### src/rtl/mem_port_arbiter.sv
// Four-requester arbiter for a single-port data memory: IDLE/ISSUE/WAIT/DONE FSM,
// round-robin grant by default, fixed priority (index 0 highest) when ARB_FIXED_PRIO_EN is defined.
module mem_port_arbiter #(
    parameter int ADDR_W = 8,
    parameter int DATA_W = 16,
    parameter int RD_LAT = 1    // legal range 1..7
) (
    input  logic                  clk,
    input  logic                  rst,
    input  logic [3:0]            req,
    input  logic [3:0]            we,
    input  logic [4*ADDR_W-1:0]   addr,
    input  logic [4*DATA_W-1:0]   wdata,
    output logic [3:0]            ack,
    output logic [DATA_W-1:0]     rdata,
    output logic                  stall,
    output logic [ADDR_W-1:0]     mem_addr,
    output logic [DATA_W-1:0]     mem_wdata,
    output logic                  mem_we,
    output logic                  mem_re,
    input  logic [DATA_W-1:0]     mem_rdata
);

    typedef enum logic [1:0] {
        S_IDLE  = 2'd0,
        S_ISSUE = 2'd1,
        S_WAIT  = 2'd2,
        S_DONE  = 2'd3
    } state_t;

    localparam logic [2:0] LAT_INIT = 3'(RD_LAT - 1);

    state_t              state;
    state_t              state_n;
    logic [1:0]          grant_idx;
    logic                grant_vld;
    logic [1:0]          win_l;
    logic                we_l;
    logic [ADDR_W-1:0]   addr_l;
    logic [DATA_W-1:0]   wdata_l;
    logic [2:0]          lat_cnt;
    logic [DATA_W-1:0]   rdata_r;

`ifdef ARB_FIXED_PRIO_EN
    // Scan downward so the lowest set index is the last (winning) assignment.
    always_comb begin
        grant_vld = |req;
        grant_idx = 2'd0;
        for (int i = 3; i >= 0; i--) begin
            if (req[i]) grant_idx = 2'(i);
        end
    end
`else
    logic [1:0] rr_ptr;
    logic [1:0] cand;

    always_comb begin
        // NOTE: every variable written here gets a default first, otherwise a latch is inferred.
        grant_vld = 1'b0;
        grant_idx = rr_ptr;
        cand      = rr_ptr;
        for (int i = 0; i < 4; i++) begin
            cand = rr_ptr + 2'(i);
            if (!grant_vld && req[cand]) begin
                grant_vld = 1'b1;
                grant_idx = cand;
            end
        end
    end

    always_ff @(posedge clk or negedge rst) begin
        if (!rst) begin
            rr_ptr <= 2'd0;
        end else if (state == S_IDLE && grant_vld) begin
            rr_ptr <= grant_idx + 2'd1;
        end
    end
`endif

    // NOTE: sequential state uses non-blocking assignments so every flop samples pre-edge values.
    always_ff @(posedge clk or negedge rst) begin
        if (!rst) begin
            state <= S_IDLE;
        end else begin
            state <= state_n;
        end
    end

    always_comb begin
        state_n = state;
        unique case (state)
            S_IDLE:  if (grant_vld) state_n = S_ISSUE;
            S_ISSUE: state_n = we_l ? S_DONE : S_WAIT;
            S_WAIT:  if (lat_cnt == 3'd0) state_n = S_DONE;
            S_DONE:  state_n = S_IDLE;
            default: state_n = S_IDLE;
        endcase
    end

    // Transaction is latched at grant; later changes on the requester side are ignored.
    always_ff @(posedge clk or negedge rst) begin
        if (!rst) begin
            win_l   <= 2'd0;
            we_l    <= 1'b0;
            addr_l  <= '0;
            wdata_l <= '0;
            lat_cnt <= 3'd0;
            rdata_r <= '0;
        end else begin
            unique case (state)
                S_IDLE: begin
                    if (grant_vld) begin
                        win_l   <= grant_idx;
                        we_l    <= we[grant_idx];
                        addr_l  <= addr[grant_idx*ADDR_W +: ADDR_W];
                        wdata_l <= wdata[grant_idx*DATA_W +: DATA_W];
                        rdata_r <= '0;
                    end
                end
                S_ISSUE: begin
                    if (!we_l) lat_cnt <= LAT_INIT;
                end
                S_WAIT: begin
                    if (lat_cnt == 3'd0) rdata_r <= mem_rdata;
                    else                 lat_cnt <= lat_cnt - 3'd1;
                end
                default: ;
            endcase
        end
    end

    // Outputs decode from the state register only, so reset clears them immediately.
    always_comb begin
        ack       = 4'b0000;
        rdata     = '0;
        mem_addr  = '0;
        mem_wdata = '0;
        mem_we    = 1'b0;
        mem_re    = 1'b0;
        unique case (state)
            S_ISSUE: begin
                mem_addr  = addr_l;
                mem_wdata = wdata_l;
                mem_we    = we_l;
                mem_re    = !we_l;
            end
            S_WAIT: begin
                mem_addr = addr_l;
            end
            S_DONE: begin
                ack[win_l] = 1'b1;
                rdata      = rdata_r;
            end
            default: ;
        endcase
    end

    assign stall = (|req) && !(|ack);

endmodule

### config.mk
export PLATFORM = sky130hd
export DESIGN_NAME = mem_port_arbiter
export DESIGN_NICKNAME = d
export VERILOG_FILES = /design/src/rtl/mem_port_arbiter.sv
export SDC_FILE = /design/constraint.sdc
export NUM_CORES = 1
export LEC_CHECK = 0
export BUFFER_PORTS_ARGS = -buffer_cell sky130_fd_sc_hd__buf_4
export CAP_MARGIN = 20
export CORE_MARGIN = 1
export CORE_UTILIZATION = 49
export CTS_BUF_LIST = sky130_fd_sc_hd__clkbuf_16
export CTS_CLUSTER_DIAMETER = 50
export DETAILED_ROUTE_END_ITERATION = 8
export HOLD_SLACK_MARGIN = 0.03
export PLACE_DENSITY = 0.95
export SLEW_MARGIN = 20
export SYNTH_ARGS = -nofsm -noshare
export SYNTH_HDL_FRONTEND = slang
export SYNTH_SLANG_ARGS = --single-unit
### constraint.sdc
create_clock -name clk -period 6.7 [get_ports clk]
set_input_delay 1.34 -clock clk [delete_from_list [all_inputs] [get_ports clk]]
set_output_delay 1.34 -clock clk [all_outputs]
set_load 0.05 [all_outputs]
==> results of run 1 <==
worst max-delay path, delay by kind of cell:
family / cells / cell delay (ns)
buffers and inverters: 2 / 0.36
and+or+nand+nor: 2 / 0.73
through the flow:
step | total power [W] | setup WS [ns]
finish | 0.00211 | 2.92
global route | 0.00222 | 2.75
CTS | 0.00210 | 2.94
detailed placement | 0.00182 | 2.70
global placement | 0.00177 | 2.70
floorplan | 0.00145 | 3.28
cell families (layout without fill, tap and decap cells):
group                    count (synthesis)  after routing  share of synthesized area
buffers and inverters                   32            184                     0.0426
multiplexers                            26             26                      0.109
AO/OA/AOI/OAI                          114            114                      0.253
XOR/XNOR                                 1              1                    0.00271
flip-flops                              50             50                      0.387
adder cells (fa/ha/maj)                  7              7                     0.0271
AND/OR/NAND/NOR                        101            101                      0.178
flip-flops by register name (all words and copies together), names as in the netlist:
signal / count
addr_l: 8
lat_cnt: 3
rdata_r: 16
rr_ptr: 2
state: 2
wdata_l: 16
we_l: 1
win_l: 2
path summary, 6_finish.rpt:
check,start,endpoint,slack [ns],cells after the start
worst max-delay path,req[3],stall,2.92,4
worst min-delay path,rdata_r[13],rdata_r[13],0.50,1
worst max register to register,rr_ptr[1],wdata_l[10],3.75,6
worst min register to register,rdata_r[13],rdata_r[13],0.50,1
max in group asynchronous,rst,rdata_r[3],5.21,1
min in group asynchronous,rst,rdata_r[10],1.07,1
cells in the final DEF, fill, tap and decap left out, types with 2 or more instances in the layout:
master | synthesis | layout
a211oi_1 | 2 | 2
a21oi_1 | 27 | 27
a221o_1 | 24 | 24
a22o_1 | 17 | 17
and2_1 | 42 | 42
buf_4 | 0 | 169
clkbuf_16 | 0 | 5
dfrtp_1 | 50 | 50
ha_1 | 7 | 7
inv_1 | 6 | 7
mux2_2 | 9 | 9
mux2_4 | 16 | 16
nand2_1 | 8 | 8
nand2b_1 | 2 | 2
nand3_1 | 24 | 24
nor2_1 | 8 | 8
nor2b_1 | 7 | 7
nor3_1 | 2 | 2
o21a_1 | 4 | 4
o21ai_0 | 31 | 31
power by group through the flow:
stage                     combinational [W]  clock, W  sequential, W
after floorplan                    0.000961         0       0.000489
after global placement              0.00126         0       0.000508
after detailed placement            0.00130         0       0.000515
after CTS                           0.00130  0.000285       0.000513
after global routing                0.00139  0.000298       0.000530
final                               0.00131  0.000283       0.000516
routing by layer:
layer,part of all wire,global-route usage,up-vias,wire [um]
met5,0,0,-,0
met4,0.024,0.0831,0,242
met3,0.070,0.0616,22,690
met2,0.51,0.507,145,5060
met1,0.39,0.333,1572,3900
li1,-,-,1529,-
cell type report:
cell class	instances	area, sq um	area share
clock buffers	5	125	0.0268
clock inverters	3	41.3	0.00883
inverters	6	22.5	0.00482
multi-input cells	249	1860	0.397
flip-flops and latches	50	1250	0.268
well taps	77	96.3	0.0206
repair buffers	170	1280	0.274
==> results.md, run 1 <==
- Logic pwr share: 0.621
- Final net count: 611
- PwrDens: 451 mW/mm^2
- DRT Wirelength: 9900 um
- Via count: 3268
- Vias in the first global route: 3341
- Seq/Total Area, Yosys: 0.387
- Most used cell, CP: buf_4
- Post-synth top area cell: dfrtp_1
- Crit start category: input port
- Post-DP Area: 0.00450 sq mm
- Yosys warnings: 0
- Cell Count, Final, Fillers Out: 560
- Initial antenna violation count: 0
- Port-buffer cells: 168
- Pins over their slew limit: 0
- Clock Skew: 0.00611 ns
- Hold Path Class: flip-flop to flip-flop
- Synth-to-Final Area Change: 44.6%
- Top-area cell type share of the netlist area: 0.387
- RSZ-0062 raised after global routing: no
- Crit path capture type: output port
- FMAX: 0.264 GHz
- Crit Path Class: input port to output port
- Main synth FF type: dfrtp_1
- Post-synth top cells: dfrtp_1 (50), and2_1 (42), o21ai_0 (31)
- Int Pwr: 0.00111 W
- Die area: 0.00692 sq mm
- Worst-path fanout max: 7
- Peak VDD IR: 0.277 mV
- Sequential share of power: 0.245
- Clock power share: 0.135
- Starting Density: 0.509
- Utilization after layout: 0.736
- Layout cell share with drive strength beyond 1: 0.431
- Tmin final: 3.78 ns
- Final setup viols: 0
- Post-CTS sizing: 0
- Period utilization: 0.564
- Syn Nets: 460
- Sw frac: 0.473
- DRT antenna net count: 0
- Max-slew headroom: 0.327
- Synth top area cells: dfrtp_1 (39%), and2_1 (8.1%), a221o_1 (7.4%), mux2_4 (7.4%), o21ai_0 (4.8%)
- Gr ovfl total: 0
- CTS Sinks: 50
- Final hold viol count: 0
- Post-route cell area: 0.00467 sq mm
- RePlAce Congestion: 0.916
- Synth async-reset ratio: 1.00
- H-tree depth: 2
- Antenna cells: 0
- I/O pin cnt: 169
- CTS clk-pin slew, worst paths: 0.06 ns
- Die Span Y: 83.2 um
- Top-count cell post-synth: dfrtp_1
- Filler Cells Inserted: 470
- Worst-Skew Late Latency: 0.29 ns
- First-pass GRT wire length: 15700 um
- Placed cell count: 552
- CTS Buffer Depth: 2
- Syn avg cell area: 9.76 sq um
- Placeable Area: 0.00635 sq mm
- Row count: 29
- Cell count after synthesis: 331
- CTS tree: yes
- Clock Tree Root: clkbuf_16
- Residual DRC: 0
- Die Span X: 83.2 um
- Largest net degree at the start of global routing: 51
- Least-Margin Pin Slew: 1.01 ns
- Vias/cell: 5.84
- Net Sw Power: 0.000996 W
- EDFF count, synth: 0
- Crit path cell chain: buf_4, nor4_1, nor2_1, buf_4
- DP Wirelength: 7180 um
- Status: finished, final reports clean
- Hold buffer count at CTS: 0
- Yosys reg bits: 50
- Num CTS Buffers: 5
- Mapped cell area: 0.00323 sq mm
- Lkg Pwr: 2.31 nW
- Total GRT Usage: 0.281
- Post-synthesis cell type count: 39
- WL/cell: 17.7 um
- TNS Setup: 0 ns
- MaxCap Viol Count: 0
- Worst stage delay on the critical path: 0.65 ns
- Drt pass-1 iters: 4
- DRT iter0 DRCs: 168
- Slowest cell on crit path: nor4_1
- Setup Fix Bufs, Post-CTS: 0
- Hold Slack: 0.500 ns
- CP arrival: 2.44 ns
- Critical path required time: 5.36 ns
Power figures use the tool's default switching activity.
==> run 2, diff against run 1 <==
Settings changed: CORE_UTILIZATION 49 to 46, PLACE_DENSITY 0.95 to 0.9.
Clock period 6.7 ns to 3.85 ns, I/O delays scaled along.
==> results.md, run 2 (same netlist as run 1, synthesis figures left out) <==
- Status: finished, final reports clean
- Layout cell share with drive strength beyond 1: 0.435
- Worst Hold End: rdata_r[13]
- Crit path capture type: flip-flop
- Vias in the first global route: 3174
- Least-Margin Pin Slew: 1.09 ns
- Crit start category: input port
- FF-to-FF End: wdata_l[10]
- CTS Sinks: 50
- Placeable Area: 0.00679 sq mm
- Largest net degree at the start of global routing: 51
- Int Pwr: 0.00187 W
- Gr ovfl total: 0
- Die Span X: 85.8 um
- Num CTS Buffers: 5
- Clock power share: 0.122
- Slowest cell on crit path: nor2_4
- CP arrival: 3.15 ns
- Net Sw Power: 0.00173 W
- Post-CTS sizing: 0
- Total GRT Usage: 0.261
- Max-slew headroom: 0.275
- RePlAce Congestion: 0.816
- Critical path required time: 4.03 ns
- First-pass GRT wire length: 15200 um
- DRT iter0 DRCs: 167
- CTS tree: yes
- Placed cell count: 572
- CTS clk-pin slew, worst paths: 0.07 ns
- Synth-to-Final Area Change: 44.9%
- Starting Density: 0.476
- Vias/cell: 5.70
- PwrDens: 770 mW/mm^2
- Hold Path Class: flip-flop to flip-flop
- Cell Count, Final, Fillers Out: 581
- Period utilization: 0.772
- Port-buffer cells: 168
- Peak VDD IR: 0.487 mV
- Crit path cell chain: buf_4, nor3_1, a2111oi_4, buf_4, nor2_4, mux2_2, a221o_1
- Commonest non-fill, non-tap cells in the layout: buf_4 (172), dfrtp_1 (50), and2_1 (42), o21ai_0 (31), a21oi_1 (27)
- DRT Wirelength: 9760 um
- Drt pass-1 iters: 5
- Antenna cells: 0
- H-tree depth: 2
- Clock Skew: 0.00618 ns
- Lkg Pwr: 2.30 nW
- Hold path depth: 1
- Die Span Y: 85.8 um
- Utilization after layout: 0.689
- Final setup viols: 0
- Final hold viol count: 0
- Biggest regs: rdata_r: 16 flops, wdata_l: 16 flops, addr_l: 8 flops
- Worst min-delay path startpoint: rdata_r[13]
- Pins over their slew limit: 0
- Setup Fix Bufs, Post-CTS: 0
- CTS Buffer Depth: 2
- Worst-Skew Late Latency: 0.29 ns
- Logic pwr share: 0.629
- DRT antenna net count: 0
- Sequential share of power: 0.249
- Clock Tree Root: clkbuf_16
- RSZ-0062 raised after global routing: no
- Initial antenna violation count: 0
- Most common cell after layout, fill and taps aside: buf_4
- Worst stage delay on the critical path: 0.76 ns
- TNS Setup: 0 ns
- Crit Path Class: input port to flip-flop
- Most used cell, CP: buf_4
- Die area: 0.00737 sq mm
- Via count: 3313
- WL/cell: 16.8 um
- I/O pin cnt: 169
- MaxCap Viol Count: 0
- Sw frac: 0.480
- Tmin final: 2.97 ns
- Reg2reg path depth: 6
- Worst R2R Start: rr_ptr[1]
- DP Wirelength: 6960 um
- Final net count: 613
- Reg2Reg Setup Slack: 0.97 ns
- Worst-path fanout max: 25
- Hold buffer count at CTS: 0
- FMAX: 0.336 GHz
- Residual DRC: 0
- Row count: 30
-- run 2: cell count changes in the layout (fill, tap and decap cells not counted), sizes merged --
| cell | before | now |
|---|---|---|
| clkinv | 0 | 2 |
| inv | 7 | 6 |
| bufinv | 1 | 0 |
| buf | 170 | 172 |
-- run 2: power groups by stage --
stage	Sequential [W]	Clock, W	Combinational (W)
floorplan	0.000851	0	0.00167
global placement	0.000885	0	0.00221
detailed placement	0.000899	0	0.00226
CTS	0.000894	0.000447	0.00226
global route	0.000927	0.000471	0.00241
finish	0.000899	0.000441	0.00227
-- run 2: area by class of cell --
type / count / area (sq um)
fillers: 537 / 2110
multi-input cells: 249 / 1850
repair buffers: 172 / 1290
flip-flops and latches: 50 / 1250
clock buffers: 5 / 125
well taps: 96 / 120
inverters: 6 / 22.5
clock inverters: 3 / 21.3
-- run 2: worst max-delay path by stage --
stage                             end  slack [ns]     start  depth (start not counted)
after global placement     wdata_l[8]        0.47    req[0]                          7
after detailed placement   wdata_l[8]        0.46    req[0]                          7
after floorplan                ack[0]        1.17  state[1]                          3
after CTS                  wdata_l[8]        0.75    req[0]                          7
final                     wdata_l[10]        0.88    req[2]                          7
after global routing        addr_l[1]        0.77    req[2]                          6
-- run 2: critical path, delay by kind of cell --
family,cells,cell delay (ns)
simple gates,2,1.12
compound gates,2,0.47
mux,1,0.42
buf+inv,2,0.35
-- run 2: through the flow --
stage / hold slack, ns / power (W) / area (sq um) / setup WS (ns)
6_report: 0.504 / 0.00361 / 4680 / 0.876
5_1_grt: 0.522 / 0.00381 / 4680 / 0.774
4_1_cts: 0.506 / 0.00360 / 4670 / 0.750
3_5_place_dp: 0.486 / 0.00316 / 4520 / 0.456
3_3_place_gp: 0.482 / 0.00309 / 4520 / 0.469
2_1_floorplan: 0.465 / 0.00252 / 3230 / 1.17
-- run 2: metal layers --
| metal | share of wire | vias to the layer above | track usage |
|---|---|---|---|
| li1 | - | 1530 | - |
| met1 | 0.41 | 1562 | 0.334 |
| met2 | 0.48 | 191 | 0.437 |
| met3 | 0.081 | 30 | 0.0577 |
| met4 | 0.025 | 0 | 0.0924 |
| met5 | 0 | - | 0 |
